## src/rtl/repetition_scrubbed_register_pkg.sv

```systemverilog
// Shared helpers for repetition-protected storage: vote threshold and tally sizing.
package repetition_scrubbed_register_pkg;

   // A bit votes 1 only when strictly more than half of the copies hold 1.
   function automatic int unsigned majority_threshold(input int unsigned copies);
      return copies / 2;
   endfunction

   // True when an exact half/half split is possible at a bit position.
   function automatic bit tie_possible(input int unsigned copies);
      return (copies % 2) == 0;
   endfunction

endpackage

```

## src/rtl/repetition_scrubbed_register_if.sv

```systemverilog
// Register-bank side bundle for the repetition-scrubbed register.
interface repetition_scrubbed_register_if #(
   parameter int unsigned DATA_WIDTH    = 8,
   parameter int unsigned REPETITION    = 3,
   parameter int unsigned COUNTER_WIDTH = 8
);
   logic                               write_enable;
   logic [DATA_WIDTH-1:0]              write_data;
   logic                               scrub_enable;
   logic                               inject_enable;
   logic [REPETITION*DATA_WIDTH-1:0]   inject_mask;
   logic                               error_clear;
   logic [DATA_WIDTH-1:0]              read_data;
   logic                               error;
   logic                               uncorrectable;
   logic                               error_sticky;
   logic [COUNTER_WIDTH-1:0]           error_count;

   modport master (
      output write_enable, write_data, scrub_enable, inject_enable, inject_mask, error_clear,
      input  read_data, error, uncorrectable, error_sticky, error_count
   );

   modport slave (
      input  write_enable, write_data, scrub_enable, inject_enable, inject_mask, error_clear,
      output read_data, error, uncorrectable, error_sticky, error_count
   );
endinterface

```

## src/rtl/repetition_scrubbed_register_voter.sv

```systemverilog
// Combinational per-bit majority voter over packed copies; flags disagreement and exact ties.
module repetition_majority_voter
   import repetition_scrubbed_register_pkg::*;
#(
   parameter int unsigned DATA_WIDTH = 8,
   parameter int unsigned REPETITION = 3
) (
   input  logic [REPETITION*DATA_WIDTH-1:0] copies,
   output logic [DATA_WIDTH-1:0]            voted,
   output logic                             disagree,
   output logic                             tie
);
   localparam int unsigned THRESHOLD = majority_threshold(REPETITION);
   localparam bit          CAN_TIE   = tie_possible(REPETITION);

   int unsigned ones;

   // Tally ones per bit position, then vote and classify the disagreement.
   always_comb begin
      voted    = '0;
      disagree = 1'b0;
      tie      = 1'b0;
      ones     = 0;
      for (int unsigned i = 0; i < DATA_WIDTH; i++) begin
         ones = 0;
         for (int unsigned k = 0; k < REPETITION; k++) begin
            if (copies[k*DATA_WIDTH + i]) ones++;
         end
         voted[i] = (ones > THRESHOLD);
         if (ones != 0 && ones != REPETITION) disagree = 1'b1;
         if (CAN_TIE && (2 * ones == REPETITION)) tie = 1'b1;
      end
   end
endmodule

```

## src/rtl/repetition_scrubbed_register.sv

```systemverilog
// Replicated storage register with majority read, optional scrub-on-error,
// fault injection, sticky error flag and saturating error counter.
module repetition_scrubbed_register
   import repetition_scrubbed_register_pkg::*;
#(
   parameter int unsigned           DATA_WIDTH    = 8,
   parameter int unsigned           REPETITION    = 3,
   parameter logic [DATA_WIDTH-1:0] RESET_VALUE   = '0,
   parameter int unsigned           COUNTER_WIDTH = 8
) (
   input  logic                          clock,
   input  logic                          resetn,
   repetition_scrubbed_register_if.slave bus
);
   localparam logic [COUNTER_WIDTH-1:0] COUNT_ONE = 1;

   logic [REPETITION*DATA_WIDTH-1:0] copies;
   logic [REPETITION*DATA_WIDTH-1:0] copies_base;
   logic [REPETITION*DATA_WIDTH-1:0] copies_next;
   logic [DATA_WIDTH-1:0]            voted;
   logic                             disagree;
   logic                             tie;
   logic [COUNTER_WIDTH-1:0]         count_q;
   logic                             sticky_q;

   repetition_majority_voter #(
      .DATA_WIDTH (DATA_WIDTH),
      .REPETITION (REPETITION)
   ) u_voter (
      .copies   (copies),
      .voted    (voted),
      .disagree (disagree),
      .tie      (tie)
   );

   // Next copies: write beats scrub; injection is XORed on top of whichever base wins.
   always_comb begin
      copies_base = copies;
      if (bus.write_enable)
         copies_base = {REPETITION{bus.write_data}};
      else if (bus.scrub_enable && disagree)
         copies_base = {REPETITION{voted}};
      copies_next = bus.inject_enable ? (copies_base ^ bus.inject_mask) : copies_base;
   end

   // Copy storage.
   always_ff @(posedge clock or negedge resetn) begin
      if (!resetn) copies <= {REPETITION{RESET_VALUE}};
      else         copies <= copies_next;
   end

   // Saturating count of error cycles; clear wins over increment.
   always_ff @(posedge clock or negedge resetn) begin
      if (!resetn)                       count_q <= '0;
      else if (bus.error_clear)          count_q <= '0;
      else if (disagree && count_q != '1) count_q <= count_q + COUNT_ONE;
   end

   // Sticky error flag; clear wins over set.
   always_ff @(posedge clock or negedge resetn) begin
      if (!resetn)               sticky_q <= 1'b0;
      else if (bus.error_clear)  sticky_q <= 1'b0;
      else if (disagree)         sticky_q <= 1'b1;
   end

   assign bus.read_data     = voted;
   assign bus.error         = disagree;
   assign bus.uncorrectable = tie;
   assign bus.error_sticky  = sticky_q;
   assign bus.error_count   = count_q;
endmodule

```

## src/flat_wrapper.sv

```systemverilog
// flat-port wrapper written by rule: the top's interface ports become plain ports
module repetition_scrubbed_register_flat import repetition_scrubbed_register_pkg::*;
#(
   parameter int unsigned           DATA_WIDTH    = 8,
   parameter int unsigned           REPETITION    = 3,
   parameter logic [DATA_WIDTH-1:0] RESET_VALUE   = '0,
   parameter int unsigned           COUNTER_WIDTH = 8
)
  (clock, resetn, bus_write_enable, bus_write_data, bus_scrub_enable, bus_inject_enable, bus_inject_mask, bus_error_clear, bus_read_data, bus_error, bus_uncorrectable, bus_error_sticky, bus_error_count);
  repetition_scrubbed_register_if #(.DATA_WIDTH(DATA_WIDTH), .REPETITION(REPETITION), .COUNTER_WIDTH(COUNTER_WIDTH)) bus_i ();
  input  logic clock;
  input  logic resetn;
  input wire logic [$bits(bus_i.write_enable)-1:0] bus_write_enable;
  input wire logic [$bits(bus_i.write_data)-1:0] bus_write_data;
  input wire logic [$bits(bus_i.scrub_enable)-1:0] bus_scrub_enable;
  input wire logic [$bits(bus_i.inject_enable)-1:0] bus_inject_enable;
  input wire logic [$bits(bus_i.inject_mask)-1:0] bus_inject_mask;
  input wire logic [$bits(bus_i.error_clear)-1:0] bus_error_clear;
  output wire logic [$bits(bus_i.read_data)-1:0] bus_read_data;
  output wire logic [$bits(bus_i.error)-1:0] bus_error;
  output wire logic [$bits(bus_i.uncorrectable)-1:0] bus_uncorrectable;
  output wire logic [$bits(bus_i.error_sticky)-1:0] bus_error_sticky;
  output wire logic [$bits(bus_i.error_count)-1:0] bus_error_count;
  assign bus_i.write_enable = bus_write_enable;
  assign bus_i.write_data = bus_write_data;
  assign bus_i.scrub_enable = bus_scrub_enable;
  assign bus_i.inject_enable = bus_inject_enable;
  assign bus_i.inject_mask = bus_inject_mask;
  assign bus_i.error_clear = bus_error_clear;
  assign bus_read_data = bus_i.read_data;
  assign bus_error = bus_i.error;
  assign bus_uncorrectable = bus_i.uncorrectable;
  assign bus_error_sticky = bus_i.error_sticky;
  assign bus_error_count = bus_i.error_count;
  repetition_scrubbed_register #(.DATA_WIDTH(DATA_WIDTH), .REPETITION(REPETITION), .RESET_VALUE(RESET_VALUE), .COUNTER_WIDTH(COUNTER_WIDTH)) u_core (.clock(clock), .resetn(resetn), .bus(bus_i));
endmodule
```

## config.mk

```make
export PLATFORM = sky130hd
export DESIGN_NAME = repetition_scrubbed_register_flat
export DESIGN_NICKNAME = d
export VERILOG_FILES = /design/src/rtl/repetition_scrubbed_register_pkg.sv /design/src/rtl/repetition_scrubbed_register_if.sv /design/src/rtl/repetition_scrubbed_register_voter.sv /design/src/rtl/repetition_scrubbed_register.sv /design/src/flat_wrapper.sv
export SDC_FILE = /design/constraint.sdc
export NUM_CORES = 1
export LEC_CHECK = 0
export CAP_MARGIN = 20
export CORE_ASPECT_RATIO = 1.1
export CORE_UTILIZATION = 55
export CTS_CLUSTER_DIAMETER = 100
export CTS_CLUSTER_SIZE = 28
export DETAILED_ROUTE_END_ITERATION = 8
export PLACE_DENSITY = 0.88
export SLEW_MARGIN = 10
export SYNTH_ARGS = -nofsm -noshare
export SYNTH_HDL_FRONTEND = slang
export SYNTH_HIERARCHICAL = 1
export SYNTH_SLANG_ARGS = --single-unit
```

## constraint.sdc

```tcl
create_clock -name clock -period 4.1 [get_ports clock]
set_clock_uncertainty 0.2 [all_clocks]
set_input_delay 1.23 -clock clock [delete_from_list [all_inputs] [get_ports clock]]
set_output_delay 1.23 -clock clock [all_outputs]
set_load 0.005 [all_outputs]
```

## Word level (Yosys, flattened, before mapping)

Cells that the tools add are included.

| operators by class | value |
|---|---|
| reductions and logical operators | 20 |
| equal/unequal tests | 9 |
| add/subtract/negate cells | 17 |
| bitwise operators | 1 |
| mux-type cells | 39 |
| magnitude comparators | 8 |

Operators with widths:

| operator | count |
|---|---|
| $mux 32 | 16 |
| $add 32x1->32 const B | 15 |
| $gt 32x1->1 const B | 8 |
| $ne 32x2->1 const B | 8 |
| $reduce_bool 32->1 | 8 |
| $mux 24 | 3 |
| $xor 24x24->24 | 1 |
| $mux 1 | 18 |
| $mux 8 | 2 |
| $logic_and 1x1->1 | 10 |
| $add 8x1->8 const B | 1 |
| $ne 8x8->1 const B | 1 |
| $reduce_bool 2->1 | 2 |
| $add 1x1->2 const B | 1 |

| storage, ports and cells | value |
|---|---|
| bits of input ports | 38 |
| word-level logic and storage cells | 97 |
| output and inout bits | 19 |
| register bits after elaboration | 33 |

## Longest topological paths before layout

| logic depth | value |
|---|---|
| depth in word-level cells | 20 |
| mapped depth | 12 |
| mapped depth without buffers | 10 |

## Cells and area by module

Netlist, hierarchy kept.

Modules (own cells, without submodules):

| module | area each (um^2) | cells an instance | instances | seq. area each (um^2) |
|---|---|---|---|---|
| repetition_scrubbed_register | 1756.7 | 190 | 1 | 825.8 |
| repetition_majority_voter | 747.0 | 98 | 1 | 0.0 |

## Least setup slack after synthesis

OpenSTA, ideal clock, no wires.

| path | value |
|---|---|
| kind | register to output |
| start point | reg u_core.copies[1] |
| end point | out bus_error |
| setup slack | 1.203 ns |
| cell stages (with the launch flop) | 6 |
| arrival time | 1.467 ns |
| path through | dfrtp_1 -> inv_1 -> fa_1 -> xnor2_1 -> nor4_1 -> nand4_1 |

| between the ends | value |
|---|---|
| longest elaborated chain between the ends | 14 |

RTL lines:

| item | line | source |
|---|---|---|
| from (decl) | repetition_scrubbed_register.sv:17 | `logic [REPETITION*DATA_WIDTH-1:0] copies;` |
| from (signal assigned) | repetition_scrubbed_register.sv:48 | `if (!resetn) copies <= {REPETITION{RESET_VALUE}};` |
| from (signal assigned) | repetition_scrubbed_register.sv:49 | `else copies <= copies_next;` |
| $mux 1 (*) | repetition_scrubbed_register_voter.sv:27 | `if (copies[k*DATA_WIDTH + i]) ones++;` |
| $add 32x1->32 | repetition_scrubbed_register_voter.sv:27 |  |
| $mux 32 (*) | repetition_scrubbed_register_voter.sv:27 |  |
| $add 32x1->32 | repetition_scrubbed_register_voter.sv:27 |  |
| $mux 32 (*) | repetition_scrubbed_register_voter.sv:27 |  |
| $ne 32x2->1 / $reduce_bool 32->1 (equally long branches) | repetition_scrubbed_register_voter.sv:30 | `if (ones != 0 && ones != REPETITION) disagree = 1'b1;` |
| $logic_and 1x1->1 (*) | repetition_scrubbed_register_voter.sv:30 |  |
| $mux 1 (*) (7 in series) | repetition_scrubbed_register_voter.sv:30 |  |
| to (decl) | flat_wrapper.sv:20 | `output wire logic [$bits(bus_i.error)-1:0] bus_error;` |

Mark *: on every way between the ends. The rest lies on a longest branch, timed or not.

## Final worst setup path

Same ends and word-level chain as after synthesis.

==> results.txt <==
Antenna Nets Post-Route - 0
WP data required - 2.67 ns
# IOs - 57
Die area - 4830 um^2
Met1 Use GR - 30.5%
Synth cell count leaders - nor2_1 (62), dfrtp_1 (33), inv_1 (32), xnor2_1 (32), nand2_1 (30)
Footprint of the multi-input gates - 1510 um^2
Cell area after synthesis - 2500 um^2
CP max stage cell - fa_1
Clk_lat worst skew - 0.28 ns
Setup CP Type - flip-flop to output port
CTS tree - done
CP startpoint - u_core/copies[1]
Post-placement setup slack - 0.558 ns
DRC - 0
Max Cap Violations - 0
Pwr dens - 381 nW/um^2
First-pass GRT wire length - 8800 um
Yosys cell types - 35
Hold path startpoint - u_core/bus.error_sticky
GR Util met3 - 3.59%
Drt first pass iters - 5
Vias - 2,066
Slew Limit Fails - 0
Top-count cell post-synth - nor2_1
Setup crit start kind - flip-flop
Area growth syn-to-layout - 26.6%
GR Util met2 - 41.6%
Endpoints failing hold - 0
# resized after CTS - 0
Filler Cells Inserted - 340
Post-CTS setup buffer count - 0
Yosys top cell by area - dfrtp_1
Vias in the first global route - 2,017
Chip height - 72.8 um
Aggregate global-route resource usage - 24.0%
Remaining Overflow, GRT - 0
CP delay by family, top - buffers and inverters
Syn Inst Count - 288
CTS Buffer Depth - 2
Port Buffers - 55
Period utilization - 94.8%
Total negative slack - 0 ns
RSZ-0062 raised after global routing - no
Crit path max fanout - 4
Inserted Diodes - 0
Final min period - 3.89 ns
Worst Setup End Kind - output port
CTS clk-pin slew, worst paths - 0.07 ns
Hold buffer count at cts - 0
Leak pwr - 0.00145 uW
RD Place Congestion - 0.782
Die extent in x - 66.3 um
Clock Sink Count - 33
WP buf/inv - 2
Yosys warns - 6
# H-tree levels - 2
Highest Clock Rate - 0.257 GHz
Hold Crit Class - flip-flop to flip-flop
Syn avg cell area - 8.69 um^2
Final setup viols - 0
CTS root buf - clkbuf_8
Via density - 5.19
Pin count of the biggest net entering global routing - 34
Async set or reset register ratio after synthesis - 100%
Core Region - 4350 um^2
Layout cell share with drive strength beyond 1 - 6.69%
Top cells by area, synth - dfrtp_1 (33%), xnor2_1 (11%), ha_1 (10%)
Row count - 25
Max stage delay on crit path - 0.50 ns
Crit Reg-Reg Startpoint - u_core/copies[1]
FF+latch count, synth - 33
Drt initial violations - 109
FF+latch area - 826 um^2
Top_reg_cell synth - dfrtp_1
Most Used Layer, Global Route - met2
Syn Nets - 354
Worst endpoint data arrival time - 2.46 ns
Final #Nets - 411
Post-route setup slack - 0.211 ns
Num CTS Buffers - 5
Maximum vdd drop - 0.000226 V
Status - completed
Drt total wl - 5270 um
Slew HR - 40.9%
WL/cell - 13.2 um
Sequential-to-total area share from yosys stat - 33.0%
Top-area cell type share of the netlist area - 33.0%
Critical-path cell list - inv_1, fa_1, xnor2_1, nor4_1, nand4_1, clkdlybuf4s50_1
Worst Max-Slew Pin Slew - 0.884 ns
Post-DP HPWL - 3930 um
Initial antenna violation count - 0
EDFF count, synth - 0
Initial Utilization - 57.6%
==> placed cells by master (no fill, tap or decap), types with 2 or more instances in the layout <==
cell,n
nor2_1,62
clkdlybuf4s50_1,55
dfrtp_1,33
xnor2_1,32
inv_1,32
nand2_1,30
ha_1,20
nand3_1,10
nand2b_1,9
o31ai_2,8
fa_1,8
a21oi_1,6
clkbuf_8,5
nand4_1,4
o21ai_0,4
mux2i_1,3
buf_4,3
nor3_1,2
nor4_1,2
==> metal layers <==
layer	share of wire, %	vias up
li1	-	1024
met1	43	976
met2	51	54
met3	3.8	12
met4	2.0	0
met5	0	-
==> registers in the layout (all words and copies together) (netlist names) <==
signal and cells:
u_core/copies 24, u_core/bus.error_count 8, u_core/bus.error_sticky 1
==> cell type report <==
cell class / count / share of cell area [%]
Inverter: 32 / 3.79
Sequential cell: 33 / 26.0
Clock buffer: 5 / 2.17
Timing Repair Buffer: 58 / 18.1
Tap cell: 54 / 2.13
Clock inverter: 1 / 0.158
Multi-Input combinational cell: 215 / 47.6
==> logic make-up after synthesis <==
logic type | share of synthesized area [%]
multiplexers | 1.20
other | 0.150
AO/OA/AOI/OAI | 8.65
XOR/XNOR | 11.5
AND/OR/NAND/NOR | 22.4
flip-flops | 33.0
buffers and inverters | 6.70
adder cells (fa/ha/maj) | 16.4
==> power by group <==
group / switching, uW / internal [uW]
Clock: 110 / 111
Combinational: 271 / 277
Sequential: 57.5 / 380
Total: 438 / 769
==> metrics by stage <==
| step | utilization [%] | instances | instance area (um^2) | hold WS (ns) | power (uW) |
|---|---|---|---|---|---|
| finish | 72.9 | 398 | 3170 | 0.317 | 1210 |
| global route | 72.9 | 398 | 3170 | 0.338 | 1300 |
| CTS | 72.9 | 398 | 3170 | 0.315 | 1220 |
| detailed placement | 71.2 | 392 | 3100 | 0.300 | 986 |
| global placement | 71.2 | 392 | 3100 | 0.277 | 958 |
| floorplan | - | 288 | 2500 | 0.283 | 796 |
==> final timing paths <==
kind                                            to  slack, ns  cells past startpoint
max                                      bus_error       0.21                      6
min                        u_core/bus.error_sticky       0.32                      2
max reg2reg                       u_core/copies[8]       0.95                     10
min reg2reg                u_core/bus.error_sticky       0.32                      2
max in group asynchronous        u_core/copies[23]       2.24                      2
min in group asynchronous        u_core/copies[10]       1.15                      2
==> tightest hold or removal path: cells and delay by family, from the launching register on <==
kind             cells  cell delay, ns
DFF                  1            0.34
and+or+nand+nor      2            0.13
No activity file was read; power rests on OpenSTA's default activity.
